<file path="src/rtl/rst_tick_pkg.sv">
// Shared types and constants for the reset/tick sequencer.
package rst_tick_pkg;

    localparam int PKG_DLY_W = 8;
    localparam int PKG_DIV_W = 8;
    localparam int PKG_TMO_W = 16;
    localparam int PKG_CNT_W = 16;

    localparam int MIN_DLY = 1;

    typedef enum logic [2:0] {
        IDLE,
        HOLD,
        RELEASE,
        RUN,
        DONE
    } state_e;

    typedef logic [PKG_DLY_W-1:0] dly_t;
    typedef logic [PKG_DIV_W-1:0] div_t;
    typedef logic [PKG_TMO_W-1:0] tmo_t;

endpackage

</file>
<file path="src/rtl/tick_divider.sv">
// One programmable tick channel: pulses every div+1 enabled cycles.
// With TICK_CNT_EN defined it also keeps a saturating count of issued ticks.
module tick_divider #(
    parameter int DIV_W = 8
`ifdef TICK_CNT_EN
    ,
    parameter int CNT_W = 16
`endif
) (
    input  logic             clk,
    input  logic             rst_n,
    input  logic             en,
    input  logic             clr,
    input  logic [DIV_W-1:0] div,
    output logic             tick
`ifdef TICK_CNT_EN
    ,
    output logic [CNT_W-1:0] cnt
`endif
);

    logic [DIV_W-1:0] r_phase;
    logic             r_tick;
    logic             w_wrap;

    assign w_wrap = en && (r_phase == div);
    assign tick   = r_tick;

    // Phase is held at zero while disabled so the first tick lands div+1
    // cycles after enable rises.
    always_ff @(posedge clk or negedge rst_n) begin
        if (!rst_n) begin
            r_phase <= '0;
            r_tick  <= 1'b0;
        end else if (!en || clr) begin
            // NOTE: sequential state always uses non-blocking assignment.
            r_phase <= '0;
            r_tick  <= 1'b0;
        end else if (w_wrap) begin
            r_phase <= '0;
            r_tick  <= 1'b1;
        end else begin
            r_phase <= r_phase + 1'b1;
            r_tick  <= 1'b0;
        end
    end

`ifdef TICK_CNT_EN
    logic [CNT_W-1:0] r_cnt;

    assign cnt = r_cnt;

    always_ff @(posedge clk or negedge rst_n) begin
        if (!rst_n) begin
            r_cnt <= '0;
        end else if (clr) begin
            r_cnt <= '0;
        end else if (w_wrap && (r_cnt != '1)) begin
            r_cnt <= r_cnt + 1'b1;
        end
    end
`endif

endmodule

</file>
<file path="src/rtl/rst_tick_sequencer.sv">
// Staged reset release followed by a timed run of programmable tick channels.
// Optional per-channel tick counters are built when TICK_CNT_EN is defined.
module rst_tick_sequencer
    import rst_tick_pkg::*;
#(
    parameter int NUM_RST  = 4,
    parameter int NUM_TICK = 2,
    parameter int DLY_W    = PKG_DLY_W,
    parameter int DIV_W    = PKG_DIV_W,
    parameter int TMO_W    = PKG_TMO_W
`ifdef TICK_CNT_EN
    ,
    parameter int CNT_W    = PKG_CNT_W
`endif
) (
    input  logic                      clk,
    input  logic                      rst_n,
    input  logic                      start_i,
    input  logic                      abort_i,
    input  logic [DLY_W-1:0]          dly_i,
    input  logic [NUM_TICK*DIV_W-1:0] div_i,
    input  logic [TMO_W-1:0]          timeout_i,
    output logic [NUM_RST-1:0]        rst_n_o,
    output logic [NUM_TICK-1:0]       tick_o,
    output logic                      busy_o,
    output logic                      done_o
`ifdef TICK_CNT_EN
    ,
    output logic [NUM_TICK*CNT_W-1:0] tick_cnt_o
`endif
);

    localparam int STG_W = (NUM_RST > 1) ? $clog2(NUM_RST) : 1;
    localparam logic [STG_W-1:0] LAST_STG = STG_W'(NUM_RST - 1);

    state_e                    r_state,  w_state_nxt;
    logic [DLY_W-1:0]          r_dly;
    logic [NUM_TICK*DIV_W-1:0] r_div;
    logic [TMO_W-1:0]          r_tmo;
    logic [DLY_W-1:0]          r_cnt,    w_cnt_nxt;
    logic [STG_W-1:0]          r_stage,  w_stage_nxt;
    logic [TMO_W-1:0]          r_timer,  w_timer_nxt;
    logic [NUM_RST-1:0]        r_rst_n,  w_rst_n_nxt;
    logic                      r_busy,   r_done;
    logic                      w_capture, w_tick_en, w_clr, w_abort;
    logic                      w_dly_hit, w_tmo_hit;

    assign w_abort   = abort_i && (r_state != IDLE);
    assign w_dly_hit = (r_cnt == (r_dly - 1'b1));
    assign w_tmo_hit = (r_tmo != '0) && ((r_timer + 1'b1) == r_tmo);
    assign w_clr     = w_capture || w_abort;

    always_comb begin
        // NOTE: every combinational output gets a default first so no path infers a latch.
        w_state_nxt = r_state;
        w_cnt_nxt   = r_cnt;
        w_stage_nxt = r_stage;
        w_timer_nxt = r_timer;
        w_rst_n_nxt = r_rst_n;
        w_capture   = 1'b0;
        w_tick_en   = 1'b0;

        case (r_state)
            IDLE, DONE: begin
                if (start_i) begin
                    w_capture   = 1'b1;
                    w_state_nxt = HOLD;
                    w_cnt_nxt   = '0;
                    w_stage_nxt = '0;
                    w_timer_nxt = '0;
                    w_rst_n_nxt = '0;
                end
            end
            HOLD: begin
                if (w_dly_hit) begin
                    w_cnt_nxt      = '0;
                    w_rst_n_nxt[0] = 1'b1;
                    w_stage_nxt    = STG_W'(1);
                    w_state_nxt    = (NUM_RST == 1) ? RUN : RELEASE;
                end else begin
                    w_cnt_nxt = r_cnt + 1'b1;
                end
            end
            RELEASE: begin
                if (w_dly_hit) begin
                    w_cnt_nxt            = '0;
                    w_rst_n_nxt[r_stage] = 1'b1;
                    if (r_stage == LAST_STG) begin
                        w_state_nxt = RUN;
                    end else begin
                        w_stage_nxt = r_stage + 1'b1;
                    end
                end else begin
                    w_cnt_nxt = r_cnt + 1'b1;
                end
            end
            RUN: begin
                w_timer_nxt = r_timer + 1'b1;
                if (w_tmo_hit) begin
                    w_state_nxt = DONE;
                end else begin
                    w_tick_en = 1'b1;
                end
            end
            default: w_state_nxt = IDLE;
        endcase

        // Abort overrides start, timeout and any tick in flight.
        if (w_abort) begin
            w_state_nxt = IDLE;
            w_cnt_nxt   = '0;
            w_stage_nxt = '0;
            w_timer_nxt = '0;
            w_rst_n_nxt = '0;
            w_capture   = 1'b0;
            w_tick_en   = 1'b0;
        end
    end

    always_ff @(posedge clk or negedge rst_n) begin
        if (!rst_n) begin
            r_state <= IDLE;
            r_cnt   <= '0;
            r_stage <= '0;
            r_timer <= '0;
            r_rst_n <= '0;
            r_busy  <= 1'b0;
            r_done  <= 1'b0;
        end else begin
            r_state <= w_state_nxt;
            r_cnt   <= w_cnt_nxt;
            r_stage <= w_stage_nxt;
            r_timer <= w_timer_nxt;
            r_rst_n <= w_rst_n_nxt;
            r_busy  <= (w_state_nxt == HOLD) || (w_state_nxt == RELEASE) || (w_state_nxt == RUN);
            r_done  <= (w_state_nxt == DONE);
        end
    end

    // NOTE: shadow registers are reset too; cheap here and keeps IDLE fully defined.
    always_ff @(posedge clk or negedge rst_n) begin
        if (!rst_n) begin
            r_dly <= '0;
            r_div <= '0;
            r_tmo <= '0;
        end else if (w_capture) begin
            r_dly <= (dly_i < DLY_W'(MIN_DLY)) ? DLY_W'(MIN_DLY) : dly_i;
            r_div <= div_i;
            r_tmo <= timeout_i;
        end
    end

    for (genvar k = 0; k < NUM_TICK; k++) begin : g_tick
        tick_divider #(
            .DIV_W (DIV_W)
`ifdef TICK_CNT_EN
            ,
            .CNT_W (CNT_W)
`endif
        ) u_div (
            .clk   (clk),
            .rst_n (rst_n),
            .en    (w_tick_en),
            .clr   (w_clr),
            .div   (r_div[k*DIV_W +: DIV_W]),
            .tick  (tick_o[k])
`ifdef TICK_CNT_EN
            ,
            .cnt   (tick_cnt_o[k*CNT_W +: CNT_W])
`endif
        );
    end

    assign rst_n_o = r_rst_n;
    assign busy_o  = r_busy;
    assign done_o  = r_done;

endmodule

</file>
<file path="config.mk">
export PLATFORM = sky130hd
export DESIGN_NAME = rst_tick_sequencer
export DESIGN_NICKNAME = d
export VERILOG_FILES = /design/src/rtl/rst_tick_pkg.sv /design/src/rtl/tick_divider.sv /design/src/rtl/rst_tick_sequencer.sv
export SDC_FILE = /design/constraint.sdc
export NUM_CORES = 1
export LEC_CHECK = 0
export BUFFER_PORTS_ARGS = -buffer_cell sky130_fd_sc_hd__buf_2
export CAP_MARGIN = 10
export CORE_MARGIN = 1.5
export CORE_UTILIZATION = 47
export CTS_BUF_LIST = sky130_fd_sc_hd__clkbuf_8
export CTS_CLUSTER_SIZE = 25
export DETAILED_ROUTE_END_ITERATION = 8
export GPL_TIMING_DRIVEN = 0
export PLACE_DENSITY = 0.72
export SYNTH_ARGS = -nofsm -noshare
export SYNTH_HDL_FRONTEND = slang
export SYNTH_SLANG_ARGS = --single-unit
</file>
<file path="constraint.sdc">
create_clock -name clk -period 2.7 [get_ports clk]
set_input_delay 0.54 -clock clk [delete_from_list [all_inputs] [get_ports clk]]
set_output_delay 0.54 -clock clk [all_outputs]
set_load 0.02 [all_outputs]
</file>
==> impl_results.md, run 1 <==
* Post-synthesis net count at 528
* Top post-synthesis cells by area: dfrtp_1 (47%), mux2_2 (8.9%), xor2_1 (6.4%)
* Die width at 105 um
* Mapped cell area at 4930 um^2
* GRT Total Usage at 20.6%
* Core Rows at 37
* Number of nets with antenna violations after routing at 0
* Leakage power at 2.50 nW
* Inserted Clock Buffers at 9
* Non-filler cells, final at 686
* First-pass GRT wire length at 18.1 mm
* Power per standard cell area at 728 nW/um^2
* Final Hold Fails at 0
* Final setup fails at 0
* EDFF count, synth at 0
* Clock slew at reported path FFs at 0.11 ns
* Fin area at 5680 um^2
* Post-Place Setup Slack at -0.413 ns
* Commonest cells in the netlist: dfrtp_1 (93), nor2_1 (52), mux2_2 (39)
* Via count at 3,803
* Top_reg_cell synth: dfrtp_1
* Yosys top cell area share at 47.2%
* Layout cells sized above 1 at 25.6%
* Util after Layout at 55.5%
* Syn Area/Cell at 10.4 um^2
* I/O pin cnt at 52
* Fillers at 877
* Area growth from synthesis to layout at 15.2%
* Largest net degree at the start of global routing at 73
* DRT iter0 DRCs at 166
* Hold crit path type: input port to async pin
* Worst EP arrival at 2.84 ns
* Die Ht at 105 um
* GP Congestion at 0.938
* Worst EP required at 2.97 ns
* FF+latch count, synth at 93
* CTS Buffer Depth at 2
* Slew @ Worst Pin at 0.757 ns
* Clock Latency Late Sink at 0.39 ns
* H-tree Lvls at 3
* Mapped Cells at 475
* Antenna fix cells at 0
* Drc violations at 0
* Fin nets at 598
* Vias/cell at 5.54
* Yosys warns at 0
* WS Path Type: flip-flop to flip-flop
* Detailed-placement wirelength estimate at 7.56 mm
* Worst-path fanout max at 6
* Most frequent cell after synthesis: dfrtp_1
* Startpoint Class: flip-flop
* Number of port buffers at 50
* Peak supply drop at 0.509 mV
* DP Area at 5380 um^2
* Worst setup margin at 0.126 ns
* Slew Limit Fails at 0
* Seq/Total Area, Yosys at 47.2%
* Initial antenna violation count at 0
* Status: completed
* Initial core utilization at 48.2%
* Remaining global-route overflow at 0
* Slew margin rel. at 49.4%
* Clk Tree Root Cell: clkbuf_8
* Netlist cell types at 55
* DRT Wirelength at 10.8 mm
* Worst Skew at 0.0175 ns
* F_max at 389 MHz
* Placed insts at 662
* Core Box Area at 10,200 um^2
* Max-cap violations at 0
* Post-synth ARST share at 100%
* Number of global-route vias before repair at 3,817
* CTS tree: done
* Final min period at 2.57 ns
* Final period util at 95.3%
* Crit end category: flip-flop
* Die Area at 11,100 um^2
* Drt first pass iters at 4
* Final hold slack at 0.0448 ns
* Post-synth top area cell: dfrtp_1
* Clk sink count at 93
* Mean routed wirelength per cell at 15.7 um
-- metal layers --
metal | part of all wire [%] | GRT usage, % | up-vias
met5 | 0 | 0 | -
met4 | 2.3 | 8.61 | 0
met3 | 4.5 | 4.51 | 23
met2 | 48 | 33.7 | 111
met1 | 45 | 26.6 | 1851
li1 | - | - | 1818
-- cells in the final DEF (no fill, tap or decap), types with 3 or more instances in the layout --
master    synthesis  layout
buf_4             5      14
inv_1             9      10
nor2b_1           3       3
a21oi_1          11      11
clkbuf_1         10      10
a21o_1            4       4
nor3_1           10       8
and2_1            3       3
clkbuf_8          0       9
ha_1              9       9
xor2_1           36      36
nor3b_1           4       4
nor2_1           52      52
xnor2_1          28      28
nor4_1           13      11
nand4_1           8       8
dfrtp_2           0       3
o21ai_0          28      28
or2_2             3       3
nand3b_1          4       4
o31ai_1           7       7
mux2_2           39      39
buf_2             1      50
and3_1            8       8
nand2_1          29      29
dfrtp_1          93      90
nand3_1          21      20
-- power breakdown --
group / leakage, nW / switching [W] / internal (W)
logic: 1.21 / 0.000582 / 0.000648
clock network: 0.0935 / 0.000540 / 0.000348
registers: 1.20 / 0.000323 / 0.00169
total: 2.50 / 0.00144 / 0.00269
-- metrics by stage --
stage	total power, W	setup TNS, ns
2_1_floorplan	0.00291	0
3_3_place_gp	0.00319	-2.70
3_5_place_dp	0.00325	-6.28
4_1_cts	0.00415	-0.0233
5_1_grt	0.00438	-0.0247
6_report	0.00413	0
-- layout make-up --
class,count,area [um^2],share of cell area [%]
inverter,9,33.8,0.595
tap,136,170,3.00
timing repair buffer,59,340,5.99
clock buffer,9,124,2.18
clock inverter,7,57.6,1.01
multi-input combinational,355,2530,44.6
sequential,93,2330,41.0
buffer,18,88.8,1.56
-- critical path: stages, from the launching register on --
cell and delay, ns:
dfrtp_1 0.47, nand4_1 0.37, or4_4 0.63, xnor2_1 0.14, nor3_1 0.14, nand4_1 0.11, buf_4 0.18, a221oi_2 0.29
o211ai_1 0.12
-- sequential cells by signal (all words and copies together), names as in the netlist --
signal and flops:
r_dly 8, g_tick.u_div.tick 2, r_cnt 8, busy_o 1, r_stage 2, r_div 16
r_tmo 16, g_tick.u_div.r_phase 16, rst_n_o 4, r_timer 16, r_state 3, done_o 1
-- kinds of logic (layout without fill, tap and decap cells) --
| group | after synthesis | in the layout | synth area share [%] |
|---|---|---|---|
| AOI/OAI and AO/OA | 68 | 68 | 8.98 |
| adders and majority gates | 9 | 9 | 2.28 |
| xor gates and xnor gates | 64 | 64 | 11.4 |
| buffers and inverters | 27 | 102 | 2.49 |
| DFF | 93 | 93 | 47.2 |
| muxes | 42 | 42 | 9.62 |
| and+or+nand+nor | 172 | 172 | 18.0 |
-- what timing repair did --
item                                    4_1_cts  5_1_grt
hold buffers                                  0        0
pin swaps                                     2        2
setup buffers                                 1        7
endpoints found under the setup margin       27       29
gates resized for setup                       6        6
-- worst paths after layout --
check	from	endpoint	slack, ns	depth (start not counted)
min in group clk	timeout_i[10]	r_tmo[10]	0.38	2
max	r_timer[7]	busy_o	0.13	8
max reg2reg	r_timer[7]	busy_o	0.13	8
max in group asynchronous	rst_n	r_timer[0]	2.01	2
min reg2reg	rst_n_o[3]	rst_n_o[3]	0.51	2
min	rst_n	r_tmo[9]	0.04	1
(Power assumes the default switching activity.)
==> run 2, diff against run 1 <==
Settings changed: CELL_PAD_IN_SITES_DETAIL_PLACEMENT set to 1, CELL_PAD_IN_SITES_GLOBAL_PLACEMENT set to 1, CORE_UTILIZATION 47 to 44, PLACE_DENSITY 0.72 to 0.82, SYNTH_HIERARCHICAL set to 1.
==> run 2 against run 1 <==
  * The run now ends with setup timing left
  * Wire length increased by 31%
  * Clock-buffer cell count increased by 1
  * Critical path depth increased by 1
  * Setup slack got worse by 0.13 ns
  * Final cell count increased by 7.3%
  * Area after synthesis increased by 4.5%
  * Largest cell class unchanged
  * Clock power decreased by 2.8%
  * Non-clock buffer count increased by 22
  * Worst hold slack improved by 0.081 ns
  * Sequential share of layout area decreased by 3.7 points
  * Total power decreased by 6.6%
  * First-iteration DRC count increased by 55%
==> impl_results.md, run 2 <==
* Most frequent cell after synthesis: dfrtp_1
* Clock Latency Late Sink at 0.37 ns (-0.02 ns)
* Die width at 111 um (+5.5%)
* Final min period at 2.70 ns (+0.129 ns)
* Most frequent cells in the layout: dfrtp_1 (88), nor2_1 (52), buf_2 (49), mux2_2 (40), xor2_1 (37)
* GRT Total Usage at 22.5% (+1.8 points)
* First-pass GRT wire length at 22.4 mm (+24%)
* Slew @ Worst Pin at 1.36 ns (+0.601 ns)
* Die Area at 12,400 um^2 (+11%)
* Worst EP required at 2.90 ns (-0.07 ns)
* Slew margin rel. at 8.80% (-41 points)
* Mean routed wirelength per cell at 19.3 um (+23%)
* Max-cap violations at 0 (unchanged)
* CTS tree: done
* Post-synth ARST share at 100% (unchanged)
* Worst reg-to-reg setup slack at -0.003 ns (-0.13 ns)
* Worst-path fanout max at 5 (-1)
* Final setup fails at 1 (+1)
* Syn Area/Cell at 10.4 um^2 (about the same)
* DRT iter0 DRCs at 258 (+55%)
* Reg-to-Reg Start: r_dly[0]
* Number of global-route vias before repair at 4,511 (+18%)
* Slew Limit Fails at 0 (unchanged)
* EDFF count, synth at 0 (unchanged)
* Detailed-placement wirelength estimate at 9.59 mm (+27%)
* Final Hold Fails at 0 (unchanged)
* Netlist cell types at 62 (+13%)
* Final period util at 100% (+4.8 points)
* Clk sink count at 93 (unchanged)
* Seq/Total Area, Yosys at 45.2% (-2.0 points)
* Drt first pass iters at 5 (+1)
* Crit end category: flip-flop
* RSZ-0062 raised after global routing: true
* H-tree Lvls at 3 (unchanged)
* Util after Layout at 54.8% (-0.75 points)
* Core Box Area at 11,400 um^2 (+12%)
* Hold crit path type: input port to async pin
* Post-synth top area cell: dfrtp_1
* Inserted Clock Buffers at 9 (unchanged)
* Leakage power at 2.76 nW (+10%)
* Fin nets at 641 (+7.2%)
* Mapped Cells at 496 (+4.4%)
* Failing checks: setup timing
* Peak supply drop at 0.442 mV (-13%)
* Initial antenna violation count at 0 (unchanged)
* Antenna fix cells at 0 (unchanged)
* CTS Hold Bufs at 0 (unchanged)
* GP Congestion at 0.853 (-9.0%)
* Status: finished, violations left
* Die Ht at 111 um (+5.5%)
* CTS Buffer Depth at 2 (unchanged)
* Clk Tree Root Cell: clkbuf_8
* Vias/cell at 5.79 (+4.4%)
* Initial core utilization at 45.1% (-3.1 points)
* Top post-synthesis cells by area: dfrtp_1 (45%), mux2_2 (8.7%), xor2_1 (6.3%)
* Largest net degree at the start of global routing at 58 (-21%)
* Remaining global-route overflow at 0 (unchanged)
* Number of nets with antenna violations after routing at 0 (unchanged)
* Top_reg_cell synth: dfrtp_1
* Power per standard cell area at 617 nW/um^2 (-15%)
* Yosys warns at 6 (+6)
* FF+latch count, synth at 93 (unchanged)
* CP startpoint: r_dly[0]
* WS Path Type: flip-flop to flip-flop
* Multi-input logic area at 2900 um^2 (+14%)
* Worst Skew at 0.00836 ns (-0.00912 ns)
* Worst setup margin at -0.00253 ns (-0.129 ns)
* DRT Wirelength at 14.2 mm (+31%)
* Most common cell after layout, fill and taps aside: dfrtp_1
* Worst EP arrival at 2.90 ns (+0.06 ns)
* Clock slew at reported path FFs at 0.09 ns (-0.02 ns)
* Startpoint Class: flip-flop
* Storage cell area at 2330 um^2 (+0.11%)
* I/O pin cnt at 52 (unchanged)
* Final Total Pwr at 0.00386 W (-6.6%)
* Number of port buffers at 50 (unchanged)
* F_max at 370 MHz (-4.8%)
* Post-synthesis net count at 549 (+4.0%)
* Fillers at 1,294 (+48%)
* Core Rows at 39 (+5.4%)
* Drc violations at 0 (unchanged)
* Layout cells sized above 1 at 33.9% (+8.3 points)
* Mapped cell area at 5150 um^2 (+4.5%)
* Commonest cells in the netlist: dfrtp_1 (93), nor2_1 (56), mux2_2 (40)
* Yosys top cell area share at 45.2% (-2.0 points)
* Area growth from synthesis to layout at 21.4%
* Via count at 4,259 (+12%)
run 2: cell count changes after synthesis, sizes merged, moves of 3 or more:
| cell | delta |
|---|---|
| or2 | -3 |
| nand3b | -3 |
| a21o | -4 |
| nor4 | -4 |
| a31oi | +4 |
| nor3b | -3 |
| a211oi | +3 |
| a22o | +3 |
| nor2 | +6 |
run 2: path summary, 6_finish.rpt:
check / depth (start not counted) / endpoint
worst max register to register: 9 / r_state[0]
worst min-delay path: 1 / r_timer[6]
min in group clk: 2 / r_div[7]
max in group asynchronous: 2 / r_div[8]
worst min register to register: 1 / rst_n_o[1]
worst max-delay path: 9 / r_state[0]
run 2: cell families after synthesis:
kind of cell	synth area share, %
simple gates	17.4
flops	45.2
compound gates	12.5
xor+xnor	10.9
mux	9.13
buf+inv	2.67
fa+ha+maj	2.19
run 2: critical path, stage by stage, from the launching register on:
cell and delay [ns]:
dfrtp_1 0.42, inv_2 0.10, ha_4 0.14, or3b_4 0.39, or4_4 0.44, a2111oi_4 0.47, o211ai_4 0.20, mux2i_1 0.17
nand2_1 0.08, o211ai_1 0.12
run 2: per-layer routing:
metal	GRT usage [%]	routed length, um
met2	38.9	7500
met1	27.7	5910
met4	7.76	322
met3	4.81	450
met5	0	0
run 2: power by group:
| group | switching (W) | internal [W] | total (W) |
|---|---|---|---|
| Combinational | 0.000602 | 0.000551 | 0.00115 |
| Clock | 0.000504 | 0.000358 | 0.000862 |
| Sequential | 0.000232 | 0.00161 | 0.00184 |
run 2: area by class of cell:
cell class / count / area share [%]
timing repair buffer: 80 / 8.02
clock buffer: 10 / 2.20
buffer: 19 / 1.88
sequential: 93 / 37.3
tap: 143 / 2.86
clock inverter: 6 / 0.620
inverter: 11 / 0.720
multi-input combinational: 374 / 46.4
run 2: stage by stage:
stage / instance area (um^2) / cells / hold slack (ns) / TNS, ns / setup slack, ns
after floorplan: 5150 / 496 / 0.244 / 0 / 0.133
after global placement: 5580 / 689 / 0.460 / -7.52 / -0.439
final: 6250 / 736 / 0.126 / -0.00253 / -0.00253
after detailed placement: 5610 / 690 / 0.491 / -9.29 / -0.504
after global routing: 6250 / 736 / 0.145 / -0.532 / -0.0694
after CTS: 5990 / 714 / 0.145 / 0 / 0.000218
run 2: repair_timing:
item | 4_1_cts | 5_1_grt
cloned | 1 | 0
resized for setup | 32 | 24
setup buffers | 7 | 22
pin swaps | 8 | 13
endpoints found under the setup margin | 31 | 32
==> run 3, diff against run 2 <==
Settings changed: REMOVE_ABC_BUFFERS set to 1, SKIP_LAST_GASP set to 1.
==> run 3 against run 2 <==
  * Utilization down 0.12 points
  * Final cell count down 2.0%
  * The run now ends clean
  * Setup slack better by 0.023 ns
  * Highest routed layer unchanged
  * Non-clock buffer count down 15
  * Total power up 3.7%
  * Clock-buffer cell count unchanged
  * Register-to-register slack better by 0.02 ns
  * Clock power up 17%
  * Fmax up 0.86%
  * Worst hold slack worse by 0.018 ns
  * First-iteration DRC count down 47%
  * Sequential share of layout area up 0.20 points
  * Largest power group unchanged
==> impl_results.md, run 3 (synthesis gave the netlist of run 2 again) <==
* DP Area at 5550 um^2 (-1.0%)
* Worst EP arrival at 3.00 ns (+0.10 ns)
* Drc violations at 0 (unchanged)
* F_max at 373 MHz (+0.86%)
* Initial core utilization at 45.1% (unchanged)
* Final setup fails at 0 (-1)
* Inserted Clock Buffers at 9 (unchanged)
* Setup_tns at 0 ns (+0.00253 ns)
* Number of port buffers at 51 (+2.0%)
* H-tree Lvls at 3 (unchanged)
* Clk Tree Root Cell: clkbuf_8
* I/O pin cnt at 52 (unchanged)
* Slew margin rel. at 22.1% (+13 points)
* Vias/cell at 5.77 (-0.24%)
* Clock Power Share at 25.3% (+3.0 points)
* Peak supply drop at 0.388 mV (-12%)
* Reg-to-Reg Start: r_timer[1]
* Clock Latency Late Sink at 0.38 ns (about the same)
* Detailed-placement wirelength estimate at 8.94 mm (-6.9%)
* Net Sw Frac at 34.2% (-0.45 points)
* Met2 wire len at 6.93 mm (-7.6%)
* Startpoint Class: flip-flop
* Fin nets at 626 (-2.3%)
* Slew Limit Fails at 0 (unchanged)
* Worst Skew at 0.0110 ns (+0.00263 ns)
* DRT iter0 DRCs at 138 (-47%)
* Slew @ Worst Pin at 1.16 ns (-0.198 ns)
* Worst r2r dst: g_tick[0].u_div/r_phase[5]
* Hold crit path type: input port to async pin
* Core Box Area at 11,400 um^2 (unchanged)
* Die width at 111 um (unchanged)
* Top Layer Used: met4
* Die Area at 12,400 um^2 (unchanged)
* Met1 WL at 5.60 mm (-5.2%)
* Met3 WL at 382 um (-15%)
* Mean routed wirelength per cell at 18.4 um (-4.5%)
* Worst-path fanout max at 8 (+3)
* Most frequent cells in the layout: dfrtp_1 (82), nor2_1 (52), buf_2 (50), mux2_2 (40), xor2_1 (37)
* Antenna fix cells at 0 (unchanged)
* Worst reg-to-reg setup slack at 0.02 ns (+0.02 ns)
* Storage cell area at 2340 um^2 (+0.32%)
* Drt first pass iters at 4 (-1)
* Power per standard cell area at 641 nW/um^2 (+3.9%)
* Fin area at 6240 um^2 (-0.22%)
* Leakage power at 2.71 nW (-1.8%)
* Number of global-route vias before repair at 4,307 (-4.5%)
* Worst EP required at 3.02 ns (+0.12 ns)
* Die Ht at 111 um (unchanged)
* Layout cells sized above 1 at 35.3% (+1.4 points)
* Max-cap violations at 0 (unchanged)
* Multi-input logic area at 2910 um^2 (+0.52%)
* Final Hold Fails at 0 (unchanged)
* Util after Layout at 54.6% (-0.12 points)
* DRT Wirelength at 13.3 mm (-6.5%)
* P_int at 0.00263 W (+4.4%)
* First-pass GRT wire length at 21.7 mm (-3.0%)
* RSZ-0062 raised after global routing: true
* Clk sink count at 93 (unchanged)
* GP Congestion at 0.841 (-1.4%)
* CTS Buffer Depth at 2 (unchanged)
* Status: completed
* Fillers at 1,283 (-0.85%)
* Crit end category: flip-flop
* Clock slew at reported path FFs at 0.10 ns (about the same)
* CTS Hold Bufs at 0 (unchanged)
* Via count at 4,162 (-2.3%)
* Area growth from synthesis to layout at 21.1%
* Final period util at 99.2% (-0.85 points)
* CTS tree: done
* Largest net degree at the start of global routing at 59 (+1.7%)
* Combinational share of power at 28.0% (-1.9 points)
* Core Rows at 39 (unchanged)
* Worst R2R Path Depth at 11 (+2)
* GRT Total Usage at 21.9% (-0.54 points)
* Seq pwr share at 46.7% (-1.1 points)
* Final min period at 2.68 ns (-0.0230 ns)
* Remaining global-route overflow at 0 (unchanged)
* Number of nets with antenna violations after routing at 0 (unchanged)
* WS Path Type: flip-flop to flip-flop
* Initial antenna violation count at 0 (unchanged)
* Switching power at 0.00137 W (+2.3%)
* Most common cell after layout, fill and taps aside: dfrtp_1
-- run 3: changes by cell type in the layout (fill, tap and decap cells not counted), moves of 3 or more --
cell,delta
dfrtp_1,-6
clkbuf_1,-9
clkbuf_2,-3
dfrtp_2,+6
-- run 3: stage by stage --
step | setup WS (ns) | power (W) | instances | hold WS [ns]
after floorplan | 0.119 | 0.00255 | 477 | 0.244
after global placement | -0.540 | 0.00278 | 671 | 0.479
after detailed placement | -0.469 | 0.00286 | 673 | 0.469
after CTS | -0.0347 | 0.00392 | 701 | 0.110
after global routing | -0.208 | 0.00423 | 721 | 0.125
final | 0.0205 | 0.00400 | 721 | 0.108
-- run 3: power by group through the flow --
stage               clock (W)  sequential (W)  combinational [W]
floorplan                   0         0.00181           0.000734
global placement            0         0.00187           0.000907
detailed placement          0         0.00189           0.000972
CTS                   0.00104         0.00186            0.00102
global route          0.00110         0.00191            0.00122
finish                0.00101         0.00187            0.00112
-- run 3: layout make-up --
type | count | area share (%)
flip-flops and latches | 93 | 37.5
repair buffers | 84 | 8.80
clock buffers | 10 | 2.21
well taps | 143 | 2.87
clock inverters | 6 | 1.22
multi-input cells | 374 | 46.7
inverters | 11 | 0.662
-- run 3: metal layers --
metal	vias to the layer above	track usage [%]
met5	-	0
met4	0	9.20
met3	25	3.39
met2	75	38.4
met1	2118	26.8
li1	1944	-
-- run 3: worst max path at each step --
stage | startpoint | endpoint | slack (ns) | cells past startpoint
floorplan | r_timer[4] | g_tick[0].u_div/r_phase[2] | 0.12 | 10
global placement | abort_i | r_dly[0] | -0.54 | 5
detailed placement | r_timer[4] | g_tick[0].u_div/r_phase[4] | -0.47 | 10
CTS | r_state[2] | g_tick[0].u_div/r_phase[3] | -0.03 | 6
global route | r_timer[1] | g_tick[0].u_div/r_phase[4] | -0.21 | 11
finish | r_timer[1] | g_tick[0].u_div/r_phase[5] | 0.02 | 11
-- run 3: timing repair --
action | CTS | global route
gates cloned | 1 | 0
endpoints found under the setup margin | 38 | 40
gates resized for setup | 23 | 31
pin swaps | 6 | 20
buffers inserted | 11 | 20
-- run 3: worst max-delay path: stages, from the launching register on --
cell      delay (ns)
dfrtp_1         0.43
nand4_1         0.22
buf_4           0.23
a211oi_1        0.22
o22a_1          0.17
nor2_1          0.07
nor3_4          0.27
nor4_4          0.08
nor2_1          0.15
or2b_2          0.36
a41o_4          0.29
nor2_1          0.12
